<file path="config.mk">
export PLATFORM = sky130hd
export DESIGN_NAME = pe_result_drain_flat
export DESIGN_NICKNAME = d
export VERILOG_FILES = /design/src/rtl/pe_result_drain_if.sv /design/src/rtl/pe_result_drain.sv /design/src/flat_wrapper.sv
export SDC_FILE = /design/constraint.sdc
export NUM_CORES = 1
export LEC_CHECK = 0
export ABC_AREA = 1
export CORE_MARGIN = 5
export CORE_UTILIZATION = 49
export CTS_CLUSTER_SIZE = 16
export DETAILED_ROUTE_END_ITERATION = 7
export HOLD_SLACK_MARGIN = 0.12
export PLACE_DENSITY = 0.89
export SYNTH_ARGS = -nofsm -noshare
export SYNTH_HDL_FRONTEND = slang
export SYNTH_SLANG_ARGS = --single-unit
</file>
<file path="constraint.sdc">
create_clock -name iClk -period 3.65 [get_ports iClk]
set_input_delay 0.9125 -clock iClk [delete_from_list [all_inputs] [get_ports iClk]]
set_output_delay 0.9125 -clock iClk [all_outputs]
set_load 0.02 [all_outputs]
</file>
<file path="src/rtl/pe_result_drain_if.sv">
// Valid/ready result-drain bus between the PE block result side and the
// output buffer / DMA writer. The drain block is the master of the stream.
interface pe_result_drain_if #(
    parameter int ARRAY_NUM = 3,
    parameter int BLOCK_NUM = 3
) ();
    logic                             iCapture;
    logic [8*ARRAY_NUM*BLOCK_NUM-1:0] iResult;
    logic                             oClearAcc;
    logic                             oBusy;
    logic [8*ARRAY_NUM-1:0]           oData;
    logic                             oValid;
    logic                             iReady;
    logic                             oLast;
    logic                             oOverrun;

    modport master (
        input  iCapture, iResult, iReady,
        output oClearAcc, oBusy, oData, oValid, oLast, oOverrun
    );

    modport slave (
        output iCapture, iResult, iReady,
        input  oClearAcc, oBusy, oData, oValid, oLast, oOverrun
    );
endinterface

</file>
<file path="src/rtl/pe_result_drain.sv">
// Snapshots the PE block accumulator bus in one cycle and streams it out one
// array slice per beat. Clears the accumulators as soon as the snapshot is
// taken so the next accumulation overlaps the drain.
module pe_result_drain #(
    parameter int ARRAY_NUM = 3,
    parameter int BLOCK_NUM = 3
) (
    input  logic             iClk,
    input  logic             iRst,
    pe_result_drain_if.master bus
);
    localparam int BEAT_W  = 8 * ARRAY_NUM;
    localparam int SNAP_W  = BEAT_W * BLOCK_NUM;
    localparam int IDX_W   = (BLOCK_NUM > 1) ? $clog2(BLOCK_NUM) : 1;
    localparam logic [IDX_W-1:0] LAST_IDX = IDX_W'(BLOCK_NUM - 1);

    typedef enum logic {
        IDLE,
        SEND
    } state_t;

    state_t             state_q, state_d;
    logic [IDX_W-1:0]   idx_q, idx_d;
    logic [SNAP_W-1:0]  shadow_q, shadow_d;
    logic               clear_q, clear_d;
    logic               overrun_q, overrun_d;

    logic               last_beat;
    logic               handshake;

    // Outputs decode registered state only; iReady and iCapture never reach them.
    assign last_beat     = (state_q == SEND) && (idx_q == LAST_IDX);
    assign handshake     = (state_q == SEND) && bus.iReady;

    assign bus.oValid    = (state_q == SEND);
    assign bus.oBusy     = (state_q == SEND);
    assign bus.oLast     = last_beat;
    assign bus.oClearAcc = clear_q;
    assign bus.oOverrun  = overrun_q;
    assign bus.oData     = (state_q == SEND) ? shadow_q[int'(idx_q)*BEAT_W +: BEAT_W]
                                             : '0;

    // Next-state logic: capture, beat advance, back-to-back reload and overrun.
    always_comb begin
        // NOTE: every signal gets a hold value first so no path can infer a latch.
        state_d   = state_q;
        idx_d     = idx_q;
        shadow_d  = shadow_q;
        clear_d   = 1'b0;
        overrun_d = overrun_q;

        unique case (state_q)
            IDLE: begin
                if (bus.iCapture) begin
                    shadow_d = bus.iResult;
                    idx_d    = '0;
                    clear_d  = 1'b1;
                    state_d  = SEND;
                end
            end
            SEND: begin
                if (handshake && last_beat) begin
                    // Final beat accepted: a same-cycle capture reloads with no bubble.
                    idx_d = '0;
                    if (bus.iCapture) begin
                        shadow_d = bus.iResult;
                        clear_d  = 1'b1;
                    end else begin
                        state_d = IDLE;
                    end
                end else begin
                    if (handshake) begin
                        idx_d = idx_q + IDX_W'(1);
                    end
                    // Snapshot still in flight: the new result has nowhere to go.
                    if (bus.iCapture) begin
                        overrun_d = 1'b1;
                    end
                end
            end
            default: state_d = IDLE;
        endcase
    end

    // State register; a reset discards any partially drained snapshot.
    always_ff @(posedge iClk or posedge iRst) begin
        if (iRst) begin
            state_q   <= IDLE;
            idx_q     <= '0;
            // NOTE: the shadow is reset too, so oData reads zero right after reset
            // rather than a stale snapshot.
            shadow_q  <= '0;
            clear_q   <= 1'b0;
            overrun_q <= 1'b0;
        end else begin
            // NOTE: non-blocking assignments so every register samples pre-edge values.
            state_q   <= state_d;
            idx_q     <= idx_d;
            shadow_q  <= shadow_d;
            clear_q   <= clear_d;
            overrun_q <= overrun_d;
        end
    end
endmodule
</file>
<file path="src/flat_wrapper.sv">
// flat-port wrapper written by rule: the top's interface ports become plain ports
module pe_result_drain_flat 
#(
    parameter int ARRAY_NUM = 3,
    parameter int BLOCK_NUM = 3
)
  (iClk, iRst, bus_iCapture, bus_iResult, bus_iReady, bus_oClearAcc, bus_oBusy, bus_oData, bus_oValid, bus_oLast, bus_oOverrun);
  pe_result_drain_if #(.ARRAY_NUM(ARRAY_NUM), .BLOCK_NUM(BLOCK_NUM)) bus_i ();
  input  logic iClk;
  input  logic iRst;
  input wire logic [$bits(bus_i.iCapture)-1:0] bus_iCapture;
  input wire logic [$bits(bus_i.iResult)-1:0] bus_iResult;
  input wire logic [$bits(bus_i.iReady)-1:0] bus_iReady;
  output wire logic [$bits(bus_i.oClearAcc)-1:0] bus_oClearAcc;
  output wire logic [$bits(bus_i.oBusy)-1:0] bus_oBusy;
  output wire logic [$bits(bus_i.oData)-1:0] bus_oData;
  output wire logic [$bits(bus_i.oValid)-1:0] bus_oValid;
  output wire logic [$bits(bus_i.oLast)-1:0] bus_oLast;
  output wire logic [$bits(bus_i.oOverrun)-1:0] bus_oOverrun;
  assign bus_i.iCapture = bus_iCapture;
  assign bus_i.iResult = bus_iResult;
  assign bus_i.iReady = bus_iReady;
  assign bus_oClearAcc = bus_i.oClearAcc;
  assign bus_oBusy = bus_i.oBusy;
  assign bus_oData = bus_i.oData;
  assign bus_oValid = bus_i.oValid;
  assign bus_oLast = bus_i.oLast;
  assign bus_oOverrun = bus_i.oOverrun;
  pe_result_drain #(.ARRAY_NUM(ARRAY_NUM), .BLOCK_NUM(BLOCK_NUM)) u_core (.iClk(iClk), .iRst(iRst), .bus(bus_i));
endmodule
</file>
== After elaboration in Yosys (flattened, before gate mapping) ==
Cells that the tools add are included.

* Flip-flop bits (word level): 77
* Input port bits: 76
* Output and inout port bits: 29
* Logic and storage cells: 32

* Shifts and indexed selects: 1
* Eq/ne operators: 4
* Bitwise logic cells: 2
* Reductions and logical operators: 5
* $add $sub $neg: 1
* $mul: 1
* Muxes and demuxes: 13

{| class="wikitable"
|+ Operators by type and width
! kind !! number
|-
| $mux 72 || 2
|-
| $pmux 72 s2 || 1
|-
| $shiftx 72x32->24 || 1
|-
| $mux 24 || 1
|-
| $mux 2 || 3
|-
| $mul 2x2->4 const B || 1
|-
| $ne 2x2->1 const B || 2
|-
| $pmux 1 s2 || 2
|-
| $pmux 2 s2 || 1
|-
| $logic_and 1x1->1 || 3
|-
| $mux 1 || 3
|-
| $ne 3x3->1 const B || 1
|-
| $reduce_and 3->1 || 1
|-
| $add 2x1->2 const B || 1
|-
| $eq 2x2->1 const B || 1
|-
| $not 1->1 || 2
|-
| $reduce_and 2->1 || 1
|}

== Longest topological paths before layout ==
* Depth in word-level cells: 5
* Depth in mapped cells: 10
* Depth with buffers taken out: 7

== Worst setup path before layout ==
OpenSTA, ideal clock, no wires.

* Kind: register to output
* From: reg u_core.idx_q[0]
* To: out bus_oData[10]
* Slack: 1.474 ns
* Stages on the path, launching flop included: 6
* Arrival time: 1.264 ns
* Data required time: 2.738 ns
* Path buffers: 2
* Cell sequence: dfrtp_1 > buf_2 > nor2_4 > buf_2 > nand2_1 > a21oi_1

* Cells in the longest elaborated chain, start to end: 3

{| class="wikitable"
|+ Ends and longest elaborated chain
! what !! line !! source
|-
| from (decl) || pe_result_drain.sv:23 || <nowiki>logic [IDX_W-1:0] idx_q, idx_d;</nowiki>
|-
| from (signal assigned) || pe_result_drain.sv:98 || <nowiki>idx_q <= idx_d;</nowiki>
|-
| $mul 2x2->4 || pe_result_drain.sv:40 || <nowiki>assign bus.oData = (state_q == SEND) ? shadow_q[int'(idx_q)*BEAT_W +: BEAT_W]</nowiki>
|-
| $shiftx 72x32->24 || pe_result_drain.sv:40 ||
|-
| $mux 24 || pe_result_drain.sv:40 ||
|-
| to (decl) || flat_wrapper.sv:16 || <nowiki>output wire logic [$bits(bus_i.oData)-1:0] bus_oData;</nowiki>
|}

Every way passes these cells.

== Worst setup path after layout ==
* From: reg u_core.idx_q[0]
* To: out bus_oData[3]

Same word-level chain as after synthesis.

==> run_summary.xml <==
<?xml version="1.0" encoding="UTF-8"?>
<metrics>
  <group name="drt">
    <metric name="number_of_search_and_repair_iterations_in_the_first_detailed_routing_pass" unit="">5</metric>
    <metric name="wl" unit="mm">10.5</metric>
    <metric name="detail_route.wl_per_cell" unit="um">14.8</metric>
    <metric name="via_per_inst" unit="">5.12</metric>
    <metric name="route.detailed.drc" unit="">0</metric>
    <metric name="detailedRoute.firstIterationViolations" unit="">279</metric>
    <metric name="routed-via-count" unit="">3659</metric>
    <metric name="ant_nets" unit="">0</metric>
  </group>
  <group name="sta">
    <metric name="relSlewSlack" unit="%">46.8</metric>
    <metric name="final_max_slew_viol_count" unit="">0</metric>
    <metric name="timing.setup.tns" unit="ps">0</metric>
    <metric name="timing.final.ws_setup" unit="ps">269</metric>
    <metric name="worst-slew-pin-transition" unit="ps">797</metric>
    <metric name="finalCriticalPeriod" unit="ps">3380</metric>
    <metric name="fmax" unit="MHz">296</metric>
    <metric name="report.final.setup_viol" unit="">0</metric>
    <metric name="post-route-period-util" unit="%">92.6</metric>
    <metric name="fin_skew" unit="ps">6.41</metric>
    <metric name="finalHoldViolations" unit="">0</metric>
    <metric name="unrepaired_setup_endpoints_after_global_routing" unit="">false</metric>
  </group>
  <group name="cells_and_area">
    <metric name="areaGrowthSynthToFinish" unit="%">32.3</metric>
    <metric name="final_layout_size_suffix_gt1_share" unit="%">4.90</metric>
    <metric name="fillerInstances" unit="">611</metric>
    <metric name="final_net_count" unit="">684</metric>
    <metric name="final_core_util" unit="%">66.4</metric>
    <metric name="multi_input_area" unit="um^2">1500</metric>
    <metric name="diodes" unit="">0</metric>
    <metric name="area.sequential" unit="um^2">1930</metric>
  </group>
  <group name="floorplan">
    <metric name="die_area" unit="um^2">9800</metric>
    <metric name="floorplan.core_area" unit="um^2">7730</metric>
    <metric name="floorplan.io_pins" unit="">105</metric>
    <metric name="chipWidth" unit="um">99.0</metric>
    <metric name="die_y" unit="um">99.0</metric>
    <metric name="start_util" unit="%">50.2</metric>
    <metric name="row_count" unit="">32</metric>
  </group>
  <group name="worst_setup_path">
    <metric name="timing.critical_path.slowest_cell_delay" unit="ps">650</metric>
    <metric name="path_class" unit="">reg -&gt; out</metric>
    <metric name="worstSetupEndpointType" unit="">output port</metric>
    <metric name="r2r-end" unit="">u_core.shadow_q[26]</metric>
    <metric name="critical_path.max_fanout" unit="">24</metric>
    <metric name="timing.critical_path.required" unit="ps">2740</metric>
    <metric name="reg2reg_setup_slack" unit="ps">1140</metric>
    <metric name="data_arrival_time_at_the_worst_slack_endpoint" unit="ps">2470</metric>
    <metric name="regToRegStartpoint" unit="">u_core.idx_q[0]</metric>
    <metric name="worstRegToRegCells" unit="">8</metric>
    <metric name="timing.critical_path.slowest_stage_cell" unit="">sky130_fd_sc_hd__clkdlybuf4s50_1</metric>
    <metric name="worstPathCellList" unit="">nor2_4 -&gt; nand2_1 -&gt; a21oi_1 -&gt; clkdlybuf4s50_1</metric>
    <metric name="start_kind" unit="">flop</metric>
  </group>
  <group name="synthesis">
    <metric name="syn_area" unit="um^2">3880</metric>
    <metric name="post_synth_inst_count" unit="">519</metric>
    <metric name="synth_nets" unit="">596</metric>
    <metric name="synth_unique_cells" unit="">16</metric>
    <metric name="syn-mean-instance-area" unit="um^2">7.47</metric>
    <metric name="ys_seq_elements" unit="">77</metric>
    <metric name="synth-seq-area-share" unit="%">49.7</metric>
    <metric name="yosys_warnings" unit="">0</metric>
  </group>
  <group name="clocking">
    <metric name="post_cts_hold_buffer_count" unit="">0</metric>
    <metric name="tritoncts" unit="">built</metric>
    <metric name="clock_sinks" unit="">77</metric>
    <metric name="postCtsResizedCells" unit="">0</metric>
    <metric name="cts.clk_slew.worst_paths" unit="ps">80</metric>
    <metric name="cts.repair_timing.setup_buffer_count" unit="">0</metric>
    <metric name="max-clock-path-buffers" unit="">2</metric>
    <metric name="htree_levels" unit="">3</metric>
    <metric name="clkLatencyLatePin" unit="ps">350</metric>
    <metric name="buffer_cell_driving_the_clock_tree_root" unit="">sky130_fd_sc_hd__clkbuf_8</metric>
    <metric name="cts_buffers" unit="">9</metric>
  </group>
  <group name="placed_design">
    <metric name="place_ws" unit="ps">668</metric>
    <metric name="portBuffers" unit="">104</metric>
    <metric name="hpwl" unit="mm">7.43</metric>
    <metric name="gp_congestion" unit="">0.843</metric>
  </group>
  <group name="global_route">
    <metric name="grt_util_all_layers" unit="%">21.8</metric>
    <metric name="grt_overflow" unit="">0</metric>
    <metric name="initial_antenna_violation_count" unit="">0</metric>
    <metric name="first_global_vias" unit="">3725</metric>
    <metric name="grt_pass1_wl" unit="mm">17.3</metric>
    <metric name="grt_max_degree" unit="">51</metric>
  </group>
  <group name="pwr">
    <metric name="ratio_of_total_power_to_cell_area" unit="nW/um^2">871</metric>
    <metric name="worst_ir_drop_vdd" unit="V">0.000667</metric>
    <metric name="cellLeakagePower" unit="nW">2.64</metric>
  </group>
  <group name="min_path">
    <metric name="holdCritStartpoint" unit="">u_core.shadow_q[19]</metric>
    <metric name="timing.hold.worst_endpoint" unit="">u_core.shadow_q[19]</metric>
    <metric name="whs_path_depth" unit="">2</metric>
    <metric name="min-delay-path-class" unit="">reg -&gt; reg</metric>
  </group>
  <group name="flow_run">
    <metric name="drv_cap" unit="">0</metric>
  </group>
  <group name="outcome">
    <metric name="status" unit="">finished, final reports clean</metric>
  </group>
</metrics>
[cells in the final DEF (no fill, tap or decap)]
cell type / netlist / routed
sky130_fd_sc_hd__nand2_1: 221 / 220
sky130_fd_sc_hd__bufinv_16: 0 / 3
sky130_fd_sc_hd__clkdlybuf4s50_1: 0 / 103
sky130_fd_sc_hd__clkbuf_8: 0 / 12
sky130_fd_sc_hd__buf_4: 3 / 7
sky130_fd_sc_hd__ha_1: 1 / 1
sky130_fd_sc_hd__dfrtp_1: 77 / 77
sky130_fd_sc_hd__o21ai_0: 2 / 2
sky130_fd_sc_hd__inv_1: 54 / 53
sky130_fd_sc_hd__buf_12: 0 / 1
sky130_fd_sc_hd__clkbuf_1: 9 / 1
sky130_fd_sc_hd__nor2_4: 1 / 1
sky130_fd_sc_hd__inv_2: 2 / 3
sky130_fd_sc_hd__a21oi_1: 24 / 24
sky130_fd_sc_hd__o21bai_1: 1 / 1
sky130_fd_sc_hd__nand2_2: 1 / 2
sky130_fd_sc_hd__buf_2: 9 / 1
sky130_fd_sc_hd__nand3_1: 100 / 100
[state kept, by name, summed over array words and instances, names as in the netlist]
signal / flops
u_core.bus.oBusy: 1
u_core.bus.oClearAcc: 1
u_core.bus.oOverrun: 1
u_core.shadow_q: 72
u_core.idx_q: 2
[per-stage QoR]
| step | instances | hold WS, ps | power, mW | instance area [um^2] |
|---|---|---|---|---|
| after floorplan | 519 | 442 | 2.85 | 3880 |
| after global placement | 698 | 453 | 3.58 | 4870 |
| after detailed placement | 698 | 459 | 3.64 | 4870 |
| after CTS | 714 | 477 | 4.48 | 5130 |
| after global routing | 714 | 497 | 4.78 | 5130 |
| final | 714 | 477 | 4.47 | 5130 |
[cells by family after synthesis]
group | share of synthesized area, %
AOI/OAI and AO/OA | 3.55
adders and majority gates | 0.323
buffers and inverters | 11.7
DFF | 49.7
and+or+nand+nor | 34.7
[critical path: cells and delay by family, from the launching register on]
| kind | cells | cell delay, ps |
|---|---|---|
| buffers and inverters | 1 | 650 |
| flip-flops | 1 | 560 |
| AO/OA/AOI/OAI | 1 | 240 |
| AND/OR/NAND/NOR | 2 | 660 |
[power breakdown]
| group | internal, mW | switching [mW] |
|---|---|---|
| logic | 0.884 | 1.30 |
| registers | 1.23 | 0.242 |
| clock network | 0.511 | 0.299 |
[routing by layer]
layer	routed length, um	vias up	track usage [%]
li1	-	1783	-
met1	4390	1700	28.4
met2	5070	160	35.4
met3	903	16	5.31
met4	172	0	7.56
met5	0	-	0
[synthesized netlist by cell type]
| cell | instances | area (um^2) |
|---|---|---|
| sky130_fd_sc_hd__nand2_1 | 221 | 830 |
| sky130_fd_sc_hd__nand3_1 | 100 | 500 |
| sky130_fd_sc_hd__nand2_2 | 1 | 6.26 |
| sky130_fd_sc_hd__ha_1 | 1 | 12.5 |
| sky130_fd_sc_hd__clkbuf_1 | 9 | 33.8 |
| sky130_fd_sc_hd__dfrtp_1 | 77 | 1930 |
| sky130_fd_sc_hd__buf_4 | 3 | 22.5 |
| sky130_fd_sc_hd__a21oi_1 | 24 | 120 |
| sky130_fd_sc_hd__inv_2 | 2 | 7.51 |
| sky130_fd_sc_hd__o21ai_0 | 2 | 10.0 |
| sky130_fd_sc_hd__inv_1 | 54 | 203 |
| sky130_fd_sc_hd__o21bai_1 | 1 | 7.51 |
| sky130_fd_sc_hd__nor2_4 | 1 | 11.3 |
| sky130_fd_sc_hd__buf_2 | 9 | 45.0 |
| sky130_fd_sc_hd__buf_1 | 2 | 7.51 |
| sky130_fd_sc_hd__buf_6 | 12 | 135 |
[worst max path at each step]
stage / start / end / slack [ps] / cells after the start
6_report: u_core.idx_q[0] / bus_oData[3] / 270 / 4
5_1_grt: u_core.idx_q[1] / bus_oData[4] / 120 / 5
3_3_place_gp: u_core.idx_q[0] / bus_oData[23] / 740 / 4
4_1_cts: u_core.idx_q[1] / bus_oData[3] / 300 / 5
3_5_place_dp: u_core.idx_q[1] / bus_oData[23] / 670 / 5
2_1_floorplan: iRst / u_core.bus.oBusy / 770 / 1
[area by class of cell]
class / instances / area share, %
clock buffers: 13 / 3.29
clock inverters: 3 / 1.76
inverters: 56 / 4.10
multi-input cells: 351 / 29.2
flip-flops and latches: 77 / 37.5
well taps: 102 / 2.49
repair buffers: 112 / 21.6
Note: power is estimated with default switching activity, not from simulation.
